File: src/rtl/credit_out_buffer_if.sv
// credit_out_buffer_if: bundle of the credit handshake, delay-pipe return,
// downstream handshake and status signals of credit_out_buffer.
// slave  : the buffer itself
// master : the producer/consumer environment driving the buffer
interface credit_out_buffer_if #(
  parameter int DW    = 8,
  parameter int DEPTH = 4
);
  localparam int CW = $clog2(DEPTH + 1);

  logic          up_vld;
  logic          up_rdy;
  logic          pipe_vld;
  logic [DW-1:0] pipe_data;
  logic          dn_vld;
  logic          dn_rdy;
  logic [DW-1:0] dn_data;
  logic [CW-1:0] credits;
  logic          ovf_err;

  modport slave (
    input  up_vld, pipe_vld, pipe_data, dn_rdy,
    output up_rdy, dn_vld, dn_data, credits, ovf_err
  );

  modport master (
    output up_vld, pipe_vld, pipe_data, dn_rdy,
    input  up_rdy, dn_vld, dn_data, credits, ovf_err
  );
endinterface

File: src/rtl/credit_out_buffer.sv
// credit_out_buffer: credit-gated output buffer behind a fixed-latency,
// non-stallable delay pipe. A producer may only issue into the pipe while a
// credit is free; each result leaving the pipe lands in a DEPTH-entry FIFO and
// its credit is returned when the consumer pops it.
//
// Optional feature (macro CREDIT_OUT_BUFFER_BYPASS_EN): when the FIFO is empty
// a result emerging from the pipe is presented downstream in the same cycle,
// and consumed without a memory write if dn_rdy is high. Without the macro the
// downstream outputs come from registered state only.
module credit_out_buffer #(
  parameter int DW    = 8,
  parameter int DEPTH = 4
) (
  input  logic                 clk,
  input  logic                 rst,
  credit_out_buffer_if.slave   bus
);
  localparam int CW = $clog2(DEPTH + 1);
  localparam int PW = (DEPTH > 1) ? $clog2(DEPTH) : 1;

  logic [CW-1:0] credits_q, credits_d;
  logic [CW-1:0] occ_q, occ_d;
  logic [PW-1:0] rd_ptr_q, rd_ptr_d;
  logic [PW-1:0] wr_ptr_q, wr_ptr_d;
  logic          ovf_q, ovf_d;
  logic [DW-1:0] mem [DEPTH];

  logic          issue;
  logic          pop;
  logic          push;
  logic          full;
  logic          empty;
  logic          byp_take;
  logic          wr_en;
  logic          rd_en;
  logic          dn_vld_w;
  logic [DW-1:0] dn_data_w;

  // Pointers wrap at DEPTH-1 so DEPTH need not be a power of two.
  function automatic logic [PW-1:0] ptr_inc(input logic [PW-1:0] p);
    if (p == PW'(DEPTH - 1)) return '0;
    else                     return p + PW'(1);
  endfunction

  assign empty = (occ_q == '0);
  assign full  = (occ_q == CW'(DEPTH));

  // Downstream view: bypass presents the pipe result directly when empty.
`ifdef CREDIT_OUT_BUFFER_BYPASS_EN
  assign dn_vld_w  = ~empty | bus.pipe_vld;
  assign dn_data_w = empty ? bus.pipe_data : mem[rd_ptr_q];
  assign byp_take  = empty & bus.pipe_vld & bus.dn_rdy;
`else
  assign dn_vld_w  = ~empty;
  assign dn_data_w = mem[rd_ptr_q];
  assign byp_take  = 1'b0;
`endif

  assign issue = bus.up_vld & bus.up_rdy;
  assign pop   = dn_vld_w & bus.dn_rdy;
  assign push  = bus.pipe_vld;

  // A push into a full FIFO is only legal when the head leaves the same cycle.
  assign wr_en = push & ~byp_take & (~full | pop);
  assign rd_en = pop & ~byp_take;

  // Next-state for credits, occupancy, pointers and the sticky overflow flag.
  always_comb begin
    credits_d = credits_q;
    occ_d     = occ_q;
    rd_ptr_d  = rd_ptr_q;
    wr_ptr_d  = wr_ptr_q;
    ovf_d     = ovf_q;

    // Credit return saturates at DEPTH so results pushed without a matching
    // issue (e.g. pipe contents arriving after reset) cannot overshoot.
    if (issue && !pop) begin
      credits_d = credits_q - CW'(1);
    end else if (pop && !issue && credits_q != CW'(DEPTH)) begin
      credits_d = credits_q + CW'(1);
    end

    if (wr_en) wr_ptr_d = ptr_inc(wr_ptr_q);
    if (rd_en) rd_ptr_d = ptr_inc(rd_ptr_q);

    case ({wr_en, rd_en})
      2'b10:   occ_d = occ_q + CW'(1);
      2'b01:   occ_d = occ_q - CW'(1);
      default: occ_d = occ_q;
    endcase

    if (push && full && !pop) ovf_d = 1'b1;
  end

  // Control state register; reset wins over any same-cycle traffic.
  always_ff @(posedge clk) begin
    if (rst) begin
      credits_q <= CW'(DEPTH);
      occ_q     <= '0;
      rd_ptr_q  <= '0;
      wr_ptr_q  <= '0;
      ovf_q     <= 1'b0;
    end else begin
      credits_q <= credits_d;
      occ_q     <= occ_d;
      rd_ptr_q  <= rd_ptr_d;
      wr_ptr_q  <= wr_ptr_d;
      ovf_q     <= ovf_d;
    end
  end

  // Data storage, deliberately not reset; contents are only meaningful
  // between wr_ptr and rd_ptr.
  always_ff @(posedge clk) begin
    if (wr_en && !rst) mem[wr_ptr_q] <= bus.pipe_data;
  end

  assign bus.up_rdy  = (credits_q != '0);
  assign bus.credits = credits_q;
  assign bus.dn_vld  = dn_vld_w;
  assign bus.dn_data = dn_data_w;
  assign bus.ovf_err = ovf_q;

endmodule

File: src/flat_wrapper.sv
// flat-port wrapper written by rule: the top's interface ports become plain ports
module credit_out_buffer_flat 
#(
  parameter int DW    = 8,
  parameter int DEPTH = 4
)
  (clk, rst, bus_up_vld, bus_pipe_vld, bus_pipe_data, bus_dn_rdy, bus_up_rdy, bus_dn_vld, bus_dn_data, bus_credits, bus_ovf_err);
  credit_out_buffer_if #(.DW(DW), .DEPTH(DEPTH)) bus_i ();
  input  logic clk;
  input  logic rst;
  input wire logic [$bits(bus_i.up_vld)-1:0] bus_up_vld;
  input wire logic [$bits(bus_i.pipe_vld)-1:0] bus_pipe_vld;
  input wire logic [$bits(bus_i.pipe_data)-1:0] bus_pipe_data;
  input wire logic [$bits(bus_i.dn_rdy)-1:0] bus_dn_rdy;
  output wire logic [$bits(bus_i.up_rdy)-1:0] bus_up_rdy;
  output wire logic [$bits(bus_i.dn_vld)-1:0] bus_dn_vld;
  output wire logic [$bits(bus_i.dn_data)-1:0] bus_dn_data;
  output wire logic [$bits(bus_i.credits)-1:0] bus_credits;
  output wire logic [$bits(bus_i.ovf_err)-1:0] bus_ovf_err;
  assign bus_i.up_vld = bus_up_vld;
  assign bus_i.pipe_vld = bus_pipe_vld;
  assign bus_i.pipe_data = bus_pipe_data;
  assign bus_i.dn_rdy = bus_dn_rdy;
  assign bus_up_rdy = bus_i.up_rdy;
  assign bus_dn_vld = bus_i.dn_vld;
  assign bus_dn_data = bus_i.dn_data;
  assign bus_credits = bus_i.credits;
  assign bus_ovf_err = bus_i.ovf_err;
  credit_out_buffer #(.DW(DW), .DEPTH(DEPTH)) u_core (.clk(clk), .rst(rst), .bus(bus_i));
endmodule
File: config.mk
export PLATFORM = sky130hd
export DESIGN_NAME = credit_out_buffer_flat
export DESIGN_NICKNAME = d
export VERILOG_FILES = /design/src/rtl/credit_out_buffer_if.sv /design/src/rtl/credit_out_buffer.sv /design/src/flat_wrapper.sv
export SDC_FILE = /design/constraint.sdc
export NUM_CORES = 1
export LEC_CHECK = 0
export ABC_AREA = 1
export BUFFER_PORTS_ARGS = -buffer_cell sky130_fd_sc_hd__buf_2
export CAP_MARGIN = 5
export CORE_MARGIN = 2
export CORE_UTILIZATION = 50
export CTS_CLUSTER_SIZE = 24
export DETAILED_ROUTE_END_ITERATION = 8
export GPL_ROUTABILITY_DRIVEN = 0
export PLACE_DENSITY = 0.71
export RECOVER_POWER = 25
export SYNTH_ARGS = -nofsm -noshare
export SYNTH_HDL_FRONTEND = slang
export SYNTH_SLANG_ARGS = --single-unit
export TNS_END_PERCENT = 30
File: constraint.sdc
create_clock -name clk -period 3.55 [get_ports clk]
set_input_delay 0.71 -clock clk [delete_from_list [all_inputs] [get_ports clk]]
set_output_delay 0.71 -clock clk [all_outputs]
set_load 0.01 [all_outputs]
# Word level (Yosys, flattened, before mapping)
# Memory sizes are Yosys's and may differ from the RTL's. A register that Yosys moved wholly into a read port is not among the register bits.
# Cells that the tools add are included.
op_classes:
  add_sub_neg: 6
  n_mul: 0
  div_mod_pow: 0
  magnitude_cmp: 0
  n_eq_ne: 6
  shifts: 0
  mux: 9
  n_bitwise: 6
  n_reduce_logical: 13
ops:
  columns: ["op", "n"]
  rows:
  - ["$mux W2", 4]
  - ["$add A3 B1 Y3 const B", 2]
  - ["$eq A2 B2 Y1 const B", 3]
  - ["$logic_and A1 B1 Y1", 6]
  - ["$mux W3", 2]
  - ["$pmux W3 S2", 1]
  - ["$sub A3 B1 Y3 const B", 2]
  - ["$add A2 B1 Y2 const B", 2]
  - ["$reduce_bool A2 Y1", 2]
  - ["$and A1 B1 Y1", 3]
  - ["$eq A3 B3 Y1 const B", 1]
  - ["$logic_not A1 Y1", 3]
  - ["$logic_not A3 Y1", 1]
  - ["$ne A3 B3 Y1 const B", 1]
  - ["$reduce_bool A3 Y1", 1]
  - ["$eq A2 B1 Y1 const B", 1]
  - ["$mux W1", 2]
  - ["$not A1 Y1", 2]
  - ["$or A1 B1 Y1", 1]
totals:
  register_bits: 11
  latchBits: 0
  ramBits: 32
  rom_bits: 0
  in_bits: 13
  out_inout_bits: 14
  mem_count: 1
memory_table:
  columns: ["memory", "words", "width", "rd", "rd_ports_with_merged_regs", "wr", "line_no", "source"]
  rows:
  - ["u_core.mem", 4, 8, 1, 1, 1, "credit_out_buffer.sv:26", "logic [DW-1:0] mem [DEPTH];"]

# Depth between registers and ports, before layout
logic_depth:
  depth_word: 8
  depth_mapped: 10

# Worst setup path after synthesis
# OpenSTA, ideal clock, no wires.
synth_timing:
  kind: "input to register"
  startpoint: "in bus_dn_rdy"
  endpoint: "reg u_core.occ_q[2]"
  setup_time_ns: 0.122
  arrival_time_ns: 2.069
  t_required_ns: 3.428
  path_slack_ns: 1.359
  stages: 10
  n_path_buf: 0
  path_cell_list: "inv_1 nand3_1 nand2_2 ha_1 inv_1 fa_1 a21oi_1 o21ai_0 o21ai_0 a21oi_1"
synth_between:
  elab_chain_len: 5
  elab_cells_between_ends: 7
  cone_classes: "eq/ne (2); mux (1); bitwise (3); reduce/logical (1)"
synth_lines:
  columns: ["element", "line_no", "source"]
  rows:
  - ["start, declared", "flat_wrapper.sv:14", "input wire logic [$bits(bus_i.dn_rdy)-1:0] bus_dn_rdy;"]
  - ["$and A1 B1 Y1 (*)", "credit_out_buffer.sv:60", "assign pop = dn_vld_w & bus.dn_rdy;"]
  - ["$or A1 B1 Y1", "credit_out_buffer.sv:64", "assign wr_en = push & ~byp_take & (~full | pop);"]
  - ["$and A1 B1 Y1", "credit_out_buffer.sv:64", null]
  - ["$eq A2 B1 Y1 / $eq A2 B2 Y1 (equally long branches)", "credit_out_buffer.sv:86", "case ({wr_en, rd_en})"]
  - ["$pmux W3 S2 / $reduce_bool A2 Y1 (equally long branches)", null, null]
  - ["end signal, assigned", "credit_out_buffer.sv:99", "occ_q <= '0;"]
  - ["end signal, assigned", "credit_out_buffer.sv:105", "occ_q <= occ_d;"]
  - ["end, declared", "credit_out_buffer.sv:22", "logic [CW-1:0] occ_q, occ_d;"]
# Every way passes the cells marked *; elsewhere a longest branch is shown, timed or not.
# A chain may end at the register's enable or synchronous reset.

==> Flow_metrics.wiki <==
{| class="wikitable"
! Metric !! Value
|-
| Compound-cell area share of the yosys netlist || 0.128
|-
| Clock tree root driver cell || sky130_fd_sc_hd__clkbuf_8
|-
| Placed instance count || 241
|-
| Post-synthesis register bit count || 45
|-
| Per-instance average area after synthesis || 11.2 µm²
|-
| Distinct cells, synth || 21
|-
| Count of input and output buffers || 26
|-
| CTS clock-pin slew for the worst setup and hold paths || 0.08 ns
|-
| Post-Synthesis Net Count || 190
|-
| Clock tree buffer depth || 2
|-
| Clock Skew || 0.00142 ns
|-
| Post-synth top area cell || sky130_fd_sc_hd__edfxtp_1
|-
| Crit share post-route || 0.678
|-
| Cell with the largest stage delay on the worst path || sky130_fd_sc_hd__dfxtp_1
|-
| Post-synthesis xor/xnor area fraction || 0
|-
| Setup total negative slack || 0 ns
|-
| Crit path DAT || 1.70 ns
|-
| Top routing layer in use || met4
|-
| Area contributors post-synth || sky130_fd_sc_hd__edfxtp_1 (51%), sky130_fd_sc_hd__dfxtp_1 (14%), sky130_fd_sc_hd__o21ai_0 (5.3%), sky130_fd_sc_hd__nor2_1 (5.0%), sky130_fd_sc_hd__ha_1 (4.0%)
|-
| Wire length after detailed routing || 3.31 mm
|-
| Main combinational cell family by area after synthesis || compound AO/OA/AOI/OAI gates
|-
| Number of gates resized after CTS || 0
|-
| Met1 wire length || 1.39 mm
|-
| Final WS setup || 1.14 ns
|-
| HPWL after detailed placement || 2.33 mm
|-
| Largest net degree at the start of global routing || 18
|-
| Fin. Hold Viols || 0
|-
| Crit-path max FO || 17
|-
| DRC violations left || 0
|-
| Unrepaired setup endpoints after global routing || no
|-
| Via count of the first global-routing pass || 1264
|-
| Total number of placement rows || 22
|-
| Critical Setup Path Class || flop to primary output
|-
| GRT Util Overall || 0.175
|-
| Final Power || 1.54 mW
|-
| Antenna Diode Count || 0
|-
| Actual transition at the worst max-transition pin || 0.816 ns
|-
| WP buf/inv || 2
|-
| Routed length on met2 || 1.71 mm
|-
| Chip Height || 65.5 µm
|-
| Post-synthesis instance area || 1890 µm²
|-
| Post-Synthesis Cells || 169
|-
| Slew HR || 0.454
|-
| Share of synthesized cell area in and, or, nand and nor gates || 0.120
|-
| Number of standard cells in the layout, taps in and fillers out || 249
|-
| Detailed route wirelength on metal3 || 176 µm
|-
| Wirelength per Cell || 13.3 µm
|-
| Clock tree from TritonCTS || yes
|-
| Placeable core area || 3660 µm²
|-
| Max incr delay on CP || 0.66 ns
|-
| Count of synthesis-stage warnings from yosys || 0
|-
| Number of detailed-routing iterations run before antenna repair || 4
|-
| Cell Chain, Critical Path || inv_2 > o21ai_0 > o22ai_1 > buf_2
|-
| Kind of cell adding the most delay to the critical path || flip-flops
|-
| Post-route minimum period || 2.41 ns
|-
| Post-place setup slack || 1.08 ns
|-
| First-pass GRT wire length || 5.47 mm
|-
| Latest clock arrival within the worst-skew pair || 0.29 ns
|-
| Area growth, synth to finish || 14.9%
|-
| WP data required || 2.84 ns
|-
| P_leak || 0.840 nW
|-
| Max-slew violations || 0
|-
| Maximum level of the CTS H-tree || 2
|-
| Register area share after synthesis || 0.645
|-
| Max-Cap Viols || 0
|-
| Number of hold-repair buffers added at the cts stage || 0
|-
| Initial Util || 0.517
|-
| Clock buffer count from CTS || 5
|-
| Filler Cell Count || 296
|-
| Multiplexer area fraction after synthesis || 0
|-
| Adder and majority gate portion of the synthesized area || 0.0608
|-
| Initial antenna violation count || 0
|-
| Final net count || 221
|-
| Via Count || 1309
|-
| Peak supply drop || 0.000446 V
|-
| Tightest Hold Check Type || flop to flop
|-
| Setup Viol. Count Final || 0
|-
| Share of the synthesized area in the top cell type || 0.508
|-
| Crit. End Element || primary output
|-
| Status || completed
|-
| Number of sinks on the clock net || 45
|-
| Die ar. || 4290 µm²
|-
| Nature of the critical path startpoint || flop
|-
| Grt ovf || 0
|-
| Avg Vias per Cell || 5.26
|-
| Pwr Density || 706 nW/µm²
|-
| Drt first-iter violations || 58
|-
| Layout cell share with drive strength beyond 1 || 0.194
|-
| DRT antenna net count || 0
|-
| Number of buffers inserted by post-CTS setup repair || 0
|-
| Horizontal extent of the die || 65.5 µm
|-
| Top-level I/O count || 27
|-
| Highest Clock Rate || 415 MHz
|}
## flip-flops by register name (all words and copies together), names as in the netlist, named ones only
register,cells
u_core.mem,32
u_core.bus.credits,3
u_core.occ_q,3
u_core.rd_ptr_q,2
u_core.wr_ptr_q,2
u_core.bus.ovf_err,1
## metrics by stage
stage | area, µm² | util | hold WS (ns)
4_1_cts | 2180 | 0.596 | 0.453
5_1_grt | 2180 | 0.594 | 0.483
3_5_place_dp | 2070 | 0.566 | 0.440
6_report | 2180 | 0.594 | 0.449
3_3_place_gp | 2070 | 0.566 | 0.435
2_1_floorplan | 1890 | - | 0.468
## power breakdown
part	switching (mW)	internal, mW	total, mW
Sequential	0.0684	0.624	0.692
Combinational	0.294	0.180	0.474
Clock	0.163	0.207	0.370
Total	0.525	1.01	1.54
## layer usage
metal	track usage	vias to the layer above
met4	0.0703	0
li1	-	646
met1	0.197	629
met2	0.309	30
met5	0	-
met3	0.0531	4
## worst paths after layout
check | startpoint | end | slack (ns) | cells past startpoint
worst max register to register | u_core.occ_q[0] | u_core.occ_q[2] | 1.43 | 10
worst min register to register | u_core.bus.ovf_err | u_core.bus.ovf_err | 0.45 | 2
worst min-delay path | u_core.bus.ovf_err | u_core.bus.ovf_err | 0.45 | 2
worst max-delay path | flop | bus_dn_data[3] | 1.14 | 4
## cell type report
type                            instances  area [µm²]  area share
Multi-Input combinational cell        101         583       0.268
Tap cell                               48        60.1      0.0276
Timing Repair Buffer                   26         123      0.0564
Sequential cell                        45        1220       0.561
Clock buffer                            5        68.8      0.0316
Inverter                               21        78.8      0.0362
Clock inverter                          3        41.3      0.0190
## worst min-delay path: stages (launching register included)
cell and delay, ns:
sky130_fd_sc_hd__dfxtp_1 0.31, sky130_fd_sc_hd__inv_1 0.04, sky130_fd_sc_hd__a21oi_1 0.05
## cells by family after synthesis
family / after synthesis
and+or+nand+nor: 50
DFF: 45
AOI/OAI and AO/OA: 43
buffers and inverters: 23
adders and majority gates: 8
## cell usage in the layout (no fill, tap or decap)
master and n:
sky130_fd_sc_hd__nor2_2 2, sky130_fd_sc_hd__inv_1 18, sky130_fd_sc_hd__clkinvlp_4 1, sky130_fd_sc_hd__nand4_1 1, sky130_fd_sc_hd__buf_2 20, sky130_fd_sc_hd__nor2_4 1, sky130_fd_sc_hd__nand2_1 8, sky130_fd_sc_hd__o21ai_0 20
sky130_fd_sc_hd__a21oi_4 1, sky130_fd_sc_hd__fa_1 2, sky130_fd_sc_hd__nand2_2 6, sky130_fd_sc_hd__bufinv_16 1, sky130_fd_sc_hd__clkinv_1 2, sky130_fd_sc_hd__o21ai_1 5, sky130_fd_sc_hd__clkbuf_8 5, sky130_fd_sc_hd__o22ai_1 8
sky130_fd_sc_hd__a21oi_1 8, sky130_fd_sc_hd__edfxtp_1 32, sky130_fd_sc_hd__ha_1 6, sky130_fd_sc_hd__clkbuf_1 6, sky130_fd_sc_hd__nand3_1 7, sky130_fd_sc_hd__o211a_1 1, sky130_fd_sc_hd__inv_2 2, sky130_fd_sc_hd__nor2_1 25
sky130_fd_sc_hd__dfxtp_1 13
## cells in the mapped netlist
cell type                  instances
sky130_fd_sc_hd__a21oi_1           8
sky130_fd_sc_hd__a21oi_4           1
sky130_fd_sc_hd__buf_2             2
sky130_fd_sc_hd__clkinv_1          1
sky130_fd_sc_hd__dfxtp_1          13
sky130_fd_sc_hd__edfxtp_1         32
sky130_fd_sc_hd__fa_1              2
sky130_fd_sc_hd__ha_1              6
sky130_fd_sc_hd__inv_1            18
sky130_fd_sc_hd__inv_2             2
sky130_fd_sc_hd__nand2_1           8
sky130_fd_sc_hd__nand2_2           6
sky130_fd_sc_hd__nand3_1           7
sky130_fd_sc_hd__nand4_1           1
sky130_fd_sc_hd__nor2_1           25
sky130_fd_sc_hd__nor2_2            2
sky130_fd_sc_hd__nor2_4            1
sky130_fd_sc_hd__o211a_1           1
sky130_fd_sc_hd__o21ai_0          20
sky130_fd_sc_hd__o21ai_1           5
sky130_fd_sc_hd__o22ai_1           8
(Power assumes the default switching activity.)
